==> src/rtl/seven_segment_scanner.sv <==
`default_nettype none
// seven_segment_scanner: N-digit multiplexed seven-segment driver with a frame-coherent input snapshot.
// Optional per-digit blinking is built when SEVSEG_BLINK_EN is defined.  Rev 1.0
module seven_segment_scanner #(
  parameter int NUM_DIGITS  = 4,
  parameter int REFRESH_DIV = 1024,
  parameter int HEX_MODE    = 0
`ifdef SEVSEG_BLINK_EN
  ,
  parameter int BLINK_FRAMES = 64
`endif
) (
  input  logic                    clk,
  input  logic                    rst,
  input  logic [4*NUM_DIGITS-1:0] value,
  input  logic [NUM_DIGITS-1:0]   dp_mask,
`ifdef SEVSEG_BLINK_EN
  input  logic [NUM_DIGITS-1:0]   blink_mask,
`endif
  input  logic                    blank_lz,
  output logic [7:0]              seg_data,
  output logic [NUM_DIGITS-1:0]   dig_sel,
  output logic                    frame_done
);

  localparam int PW = (REFRESH_DIV > 1) ? $clog2(REFRESH_DIV) : 1;
  localparam int IW = $clog2(NUM_DIGITS);
  localparam logic [PW-1:0] PRESC_MAX = PW'(REFRESH_DIV - 1);
  localparam logic [IW-1:0] IDX_LAST  = IW'(NUM_DIGITS - 1);

  logic [PW-1:0]           presc_q, presc_d;
  logic [IW-1:0]           idx_q, idx_d;
  logic [4*NUM_DIGITS-1:0] snap_val_q;
  logic [NUM_DIGITS-1:0]   snap_dp_q;
  logic [7:0]              seg_q, seg_d;
  logic [NUM_DIGITS-1:0]   sel_q, sel_d;
  logic                    fd_q;
  logic                    tick, started, wrap, load;
  logic [4*NUM_DIGITS-1:0] src_val, upper;
  logic [NUM_DIGITS-1:0]   src_dp;
  logic [3:0]              nib;

`ifdef SEVSEG_BLINK_EN
  localparam int FW = $clog2(BLINK_FRAMES + 1);
  logic [FW-1:0]         fcnt_q, fcnt_d;
  logic                  phase_q, phase_d;
  logic [NUM_DIGITS-1:0] snap_blink_q, src_blink;
`endif

  function automatic logic [6:0] decode(input logic [3:0] n);
    logic [6:0] h;
    case (n)
      4'h0: h = 7'h3F;
      4'h1: h = 7'h06;
      4'h2: h = 7'h5B;
      4'h3: h = 7'h4F;
      4'h4: h = 7'h66;
      4'h5: h = 7'h6D;
      4'h6: h = 7'h7D;
      4'h7: h = 7'h07;
      4'h8: h = 7'h7F;
      4'h9: h = 7'h6F;
      4'hA: h = 7'h77;
      4'hB: h = 7'h7C;
      4'hC: h = 7'h39;
      4'hD: h = 7'h5E;
      4'hE: h = 7'h79;
      default: h = 7'h71;
    endcase
    if (n > 4'd9 && HEX_MODE == 0) h = 7'h00;
    return h;
  endfunction

  always_comb begin
    tick    = (presc_q == PRESC_MAX);
    presc_d = tick ? '0 : presc_q + PW'(1);
    // An all-zero select marks the dark interval before the first frame.
    started = |sel_q;
    wrap    = started && (idx_q == IDX_LAST);
    load    = tick && (!started || wrap);
    idx_d   = idx_q;
    if (tick) idx_d = (!started || wrap) ? '0 : idx_q + IW'(1);

    // Digit 0 decodes live inputs on the same edge that loads the snapshot.
    src_val = (idx_d == '0) ? value : snap_val_q;
    src_dp  = (idx_d == '0) ? dp_mask : snap_dp_q;
    nib     = src_val[{idx_d, 2'b00} +: 4];
    upper   = src_val >> {idx_d, 2'b00};
    seg_d   = {src_dp[idx_d], decode(nib)};
    if (blank_lz && (idx_d != '0) && (upper == '0)) seg_d[6:0] = '0;

`ifdef SEVSEG_BLINK_EN
    src_blink = (idx_d == '0) ? blink_mask : snap_blink_q;
    fcnt_d    = fcnt_q;
    phase_d   = phase_q;
    if (tick && wrap) begin
      if (fcnt_q == FW'(BLINK_FRAMES - 1)) begin
        fcnt_d  = '0;
        phase_d = ~phase_q;
      end else begin
        fcnt_d = fcnt_q + FW'(1);
      end
    end
    if (phase_d && src_blink[idx_d]) seg_d = '0;
`endif

    sel_d = NUM_DIGITS'(1) << idx_d;
  end

  always_ff @(posedge clk or posedge rst) begin
    if (rst) begin
      presc_q    <= '0;
      idx_q      <= '0;
      snap_val_q <= '0;
      snap_dp_q  <= '0;
      seg_q      <= 8'h00;
      sel_q      <= '0;
      fd_q       <= 1'b0;
    end else begin
      presc_q <= presc_d;
      fd_q    <= tick && wrap;
      if (tick) begin
        idx_q <= idx_d;
        seg_q <= seg_d;
        sel_q <= sel_d;
      end
      if (load) begin
        snap_val_q <= value;
        snap_dp_q  <= dp_mask;
      end
    end
  end

`ifdef SEVSEG_BLINK_EN
  always_ff @(posedge clk or posedge rst) begin
    if (rst) begin
      fcnt_q       <= '0;
      phase_q      <= 1'b0;
      snap_blink_q <= '0;
    end else begin
      fcnt_q  <= fcnt_d;
      phase_q <= phase_d;
      if (load) snap_blink_q <= blink_mask;
    end
  end
`endif

  assign seg_data   = seg_q;
  assign dig_sel    = sel_q;
  assign frame_done = fd_q;

endmodule
`default_nettype wire

==> config.mk <==
export PLATFORM = sky130hd
export DESIGN_NAME = seven_segment_scanner
export DESIGN_NICKNAME = d
export VERILOG_FILES = /design/src/rtl/seven_segment_scanner.sv
export SDC_FILE = /design/constraint.sdc
export NUM_CORES = 1
export LEC_CHECK = 0
export CAP_MARGIN = 20
export CORE_AREA = 5 5 84 86
export CTS_BUF_LIST = sky130_fd_sc_hd__clkbuf_8
export CTS_CLUSTER_SIZE = 40
export DETAILED_ROUTE_END_ITERATION = 16
export DIE_AREA = 0 0 89 91
export DONT_BUFFER_PORTS = 1
export GPL_TIMING_DRIVEN = 0
export PLACE_DENSITY_LB_ADDON = 0.08
export RECOVER_POWER = 50
export SETUP_SLACK_MARGIN = 0.1
export SLEW_MARGIN = 15
export SYNTH_ARGS = -nofsm -noshare
export SYNTH_HDL_FRONTEND = slang
export SYNTH_SLANG_ARGS = --single-unit
==> constraint.sdc <==
create_clock -name clk -period 3.9 [get_ports clk]
set_input_delay 0.585 -clock clk [delete_from_list [all_inputs] [get_ports clk]]
set_output_delay 0.585 -clock clk [all_outputs]
set_load 0.01 [all_outputs]
Yosys cells after proc, flatten, opt, wreduce, memory -nomap -nowiden:

Memories as Yosys holds them, arrays and structs flattened.
Cells that the tools add are included.

* register bits: 45
* bits in read-only memories: 112
* bits of input ports: 23
* logic and storage cells: 37
* memories: 1

Memories
* (name not given): words 16, bits a word 7, rd ports 1, clocked after memory_dff 0, write ports 0, RTL line 52 `case (n)`

* $add $sub $neg: 2
* magnitude comparators: 2
* equal/unequal tests: 2
* shift operators: 3
* muxes and demuxes: 9
* reductions and logical operators: 11

Operators by type and width (count)
* logical NOT 16 bit: 1
* 2-to-1 mux 16 bit: 1
* variable part select 16 x 5 -> 4 bit: 1
* >> shifter 16 x 4 -> 16 bit: 1
* 2-to-1 mux 7 bit: 2
* adder 10 x 1 -> 10 bit, second input constant: 1
* equality test 10 bit, second input constant: 1
* 2-to-1 mux 10 bit: 1
* logical AND 1 bit: 5
* greater-than comparator 4 bit, second input constant: 1
* 2-to-1 mux 2 bit: 2
* 2-to-1 mux 4 bit: 1
* OR reduction 4 bit: 1
* << shifter 1 x 2 -> 4 bit, first input constant: 1
* < comparator 2 x 3 -> 1 bit, second input constant: 1
* adder 2 x 1 -> 2 bit, second input constant: 1
* binary-select mux 1 bit (select 2 bit): 1
* equality test 2 bit, second input constant: 1
* logical NOT 2 bit: 1
* nonzero test 2 bit: 1
* logical NOT 1 bit: 1
* logical OR 1 bit: 1
* 2-to-1 mux 1 bit: 1

Logic depth before layout (Yosys ltp):

* depth after elaboration: 11
* gate-level depth with buffers: 15

Worst setup path before layout:

Ideal clock, no wire load.

* path kind: flip-flop to flip-flop
* start: reg presc_q[0]
* end: reg seg_q[2], in the netlist seg_data[2]
* data arrival time: 3127 ps
* slack: 640 ps
* stages on the path, launching flop included: 16
* buffers on the path: 2
* clock period less this slack: 3260 ps
* path through: dfrtp_1 -> ha_1 -> and4_1 -> buf_6 -> and3_1 -> mux2_2 -> buf_2 -> mux2i_1 -> mux2i_1 -> inv_1 -> ha_1 -> nor2_1 -> nor3_1 -> mux2_2 -> o31ai_4 -> o21ai_1

* longest elaborated chain between the ends: 8
* elaborated cells between the ends (all ways): 14
* those cells by class: order compare (1); eq/ne (1); shift (2); mux (4); reduce/logical (5); memory (1)

RTL lines
* start: declaration: RTL line 31 `logic [PW-1:0] presc_q, presc_d;`
* start signal: assignment: RTL line 120 `presc_q <= presc_d;`
* equality test 10 bit (*): RTL line 75 `tick = (presc_q == PRESC_MAX);`
* 2-to-1 mux 2 bit: RTL line 82 `if (tick) idx_d = (!started || wrap) ? '0 : idx_q + IW'(1);`
* logical NOT 2 bit: RTL line 85 `src_val = (idx_d == '0) ? value : snap_val_q;`
* 2-to-1 mux 16 bit: RTL line 85
* variable part select 16 x 5 -> 4 bit / >> shifter 16 x 4 -> 16 bit (equally long branches): RTL line 87, 88
* memory (16 x 7 bit), or another cell as far along
* 2-to-1 mux 7 bit / logical AND 1 bit (equally long branches): RTL line 70, 90
* 2-to-1 mux 7 bit: RTL line 90 `if (blank_lz && (idx_d != '0) && (upper == '0)) seg_d[6:0] = '0;`
* end signal: assignment: RTL line 124 `seg_q <= seg_d;`
* end: declaration: RTL line 35 `logic [7:0] seg_q, seg_d;`

Every way passes the cells marked *; elsewhere a longest branch is shown, timed or not.
A chain may end at the register's enable or synchronous reset.

Worst setup path in the final report:

Ends and elaborated chain as after synthesis.

==> flow_summary.yaml <==
status:
  status: "finished with violations"
  violations: "max-capacitance violations, max-slew violations"
cells_and_area:
  mostFrequentLayoutCell: "dfrtp_1"
  final_nets: 263
  layout_common_cells: "dfrtp_1, nand2_1, mux2_2, mux2i_1"
  fill_cells: 620
  multi_input_area_mm2: 0.00128
  fin_util_pct: 41.6
  area_growth_pct: 8.47
  final-seq-area_mm2: 0.00100
  antennaDiodeCount: 0
  drive_above_1_share_pct: 20.2
synthesis:
  syn-num-nets: 254
  syn_inst: 223
  synth-seq-cells: 40
  ys_async_sr_fraction_pct: 100
  synth.distinct_cells: 51
  ys.flop_type: "dfrtp_1"
  yosysSeqAreaShare_pct: 42.1
  synth_edf_count: 0
  ys_warn_count: 0
  synth_area_mm2: 0.00238
  avgSynthCellArea_um2: 10.7
setup_path:
  slowest_delay_ns: 0.41
  r2r-end: "seg_data[2]"
  worstPathArrival_ns: 3.78
  slowest_stage: "dfrtp_1"
  crit_chain: "ha_1, and4_1, buf_6, and3_1, mux2_2, buf_2, mux2i_1, mux2i_2, inv_1, ha_1, nor2_1, nor3_1, mux2_2, o31ai_4, buf_4, o21ai_1"
  rr_worst_depth: 16
  reg2reg_slack_ns: 0.30
  setup.worst_path.start: "presc_q[0]"
  start_kind: "flop"
  critical_path.top_delay_family: "multiplexers"
  worstPathMaxFanout: 10
  crit_buf_inv: 4
  critPathKind: "reg2reg"
  cp-end-kind: "flop"
  required_ns: 4.08
  timing.rr.start: "presc_q[0]"
placement:
  dpl.hpwl_um: 3850
  io_buffers: 0
  place_congestion: 0.744
floorplan:
  die_h_um: 91
  core-area_mm2: 0.00620
  dieArea_mm2: 0.00810
  row_count: 29
  pin_count: 36
  die_w_um: 89
  initial_core_util_pct: 38.3
power:
  ir_drop_v: 0.000127
  power.leakage_nw: 1.23
  fin_total_pwr_uw: 745
  pwr_density_cell_mw_per_mm2: 289
global_route:
  grt_pass1_wl_um: 8870
  gr-total-overflow: 0
  antenna_found_initial: 0
  grt_max_degree: 30
  grt_usage_pct: 14.2
  grt_pass1_vias: 1681
timing:
  slew_headroom_pct: -9.59
  tns_ns: 0
  setup_viol: 0
  max_freq_mhz: 278
  finalClockSkew_ns: 0.00803
  hold_viol: 0
  tightest_slew_ns: 1.64
  fin_crit_ns: 3.60
  rsz0062_at_grt: "no"
  slew_viol_final: 30
  min_period_over_period_pct: 92.4
clocking:
  clock-root-buffer: "clkbuf_8"
  clkTransAtPathRegs_ns: 0.08
  cts_tree: "yes"
  clkSinkCount: 40
  htreeDepth: 2
  cts_hold_buf: 0
  cts_buffer_depth: 2
  numCtsBuffers: 5
  clkLatencyLatePin_ns: 0.29
route:
  viasPerCell: 5.40
  drc: 0
  drtIter0Drc: 74
  wl_per_cell_um: 17.0
  vias: 1674
  wl_um: 5260
  ant_nets: 0
  drt-pass1-iter-count: 4
flow_run:
  max_cap_violations: 1
hold_path:
  worstHoldPathType: "in2async"
==> how the worst max path moves through the flow <==
| stage | end | slack (ns) | cells after the start |
|---|---|---|---|
| after floorplan | seg_data[2] | 0.64 | 15 |
| after global placement | seg_data[4] | 0.13 | 15 |
| after detailed placement | seg_data[2] | 0.17 | 15 |
| after CTS | seg_data[2] | 0.14 | 15 |
| after global routing | seg_data[2] | 0.09 | 15 |
| final | seg_data[2] | 0.30 | 16 |
==> sequential cells by signal (all words and copies together) (netlist names) <==
signal and flops:
seg_data 8, snap_dp_q 3, frame_done 1, dig_sel 4
snap_val_q 12, presc_q 10, idx_q 2
==> area by class of cell <==
class / instances / share of cell area (%)
multi-input combinational: 165 / 49.8
sequential: 40 / 38.8
tap: 77 / 3.73
clock buffer: 6 / 3.20
buffer: 11 / 2.62
inverter: 7 / 1.12
timing repair buffer: 2 / 0.436
clock inverter: 2 / 0.291
==> cell usage after synthesis, types with 3 or more instances <==
| cell type | count | area [um2] |
|---|---|---|
| a31oi_1 | 7 | 43.8 |
| and3_1 | 3 | 18.8 |
| buf_2 | 3 | 15.0 |
| buf_6 | 3 | 33.8 |
| clkbuf_1 | 3 | 11.3 |
| dfrtp_1 | 40 | 1000 |
| ha_1 | 8 | 100 |
| inv_1 | 6 | 22.5 |
| mux2_1 | 3 | 33.8 |
| mux2_2 | 18 | 203 |
| mux2i_1 | 11 | 110 |
| nand2_1 | 20 | 75.1 |
| nand2b_1 | 6 | 37.5 |
| nand3_1 | 9 | 45.0 |
| nor2_1 | 8 | 30.0 |
| nor2b_1 | 6 | 37.5 |
| nor3_1 | 6 | 30.0 |
| o21ai_0 | 8 | 40.0 |
| o21ai_1 | 9 | 45.0 |
| xnor2_1 | 4 | 35.0 |
| xor2_1 | 3 | 26.3 |
==> kinds of logic after synthesis <==
family,synth area share [%]
AND/OR/NAND/NOR,18.1
AO/OA/AOI/OAI,11.8
flip-flops,42.1
multiplexers,17.1
buffers and inverters,4.05
adder cells (fa/ha/maj),4.21
XOR/XNOR,2.58
==> stage by stage <==
step / std cells / instance area, um2 / hold WS [ns] / worst slack (ns)
2_1_floorplan: 223 / 2380 / 0.439 / 0.640
3_3_place_gp: 300 / 2470 / 0.464 / 0.135
3_5_place_dp: 301 / 2490 / 0.440 / 0.172
4_1_cts: 309 / 2580 / 0.113 / 0.140
5_1_grt: 310 / 2580 / 0.214 / 0.0927
6_report: 310 / 2580 / 0.186 / 0.298
==> metal layers <==
layer / global-route usage [%] / up-vias / wire length, um
met4: 3.85 / 0 / 29
met2: 20.3 / 38 / 2380
met1: 20.3 / 812 / 2520
li1: - / 822 / -
met5: 0 / - / 0
met3: 5.07 / 2 / 334
==> power breakdown <==
part / internal [mW] / leakage, nW / total [mW] / switching (mW)
logic: 0.0185 / 0.670 / 0.0469 / 0.0284
registers: 0.414 / 0.503 / 0.414 / 0
clock network: 0.139 / 0.0538 / 0.284 / 0.145
==> what timing repair did <==
action | 4_1_cts | 5_1_grt
endpoints found under the setup margin | 0 | 7
buffers inserted | 0 | 1
resized for setup | 0 | 1
==> worst register-to-register path, delay by kind of cell, from the launching register on <==
kind	cells	cell delay (ns)
mux	4	1.04
buf+inv	4	0.69
fa+ha+maj	2	0.51
flops	1	0.41
compound gates	2	0.28
simple gates	4	0.56
Power figures use the tool's default switching activity.
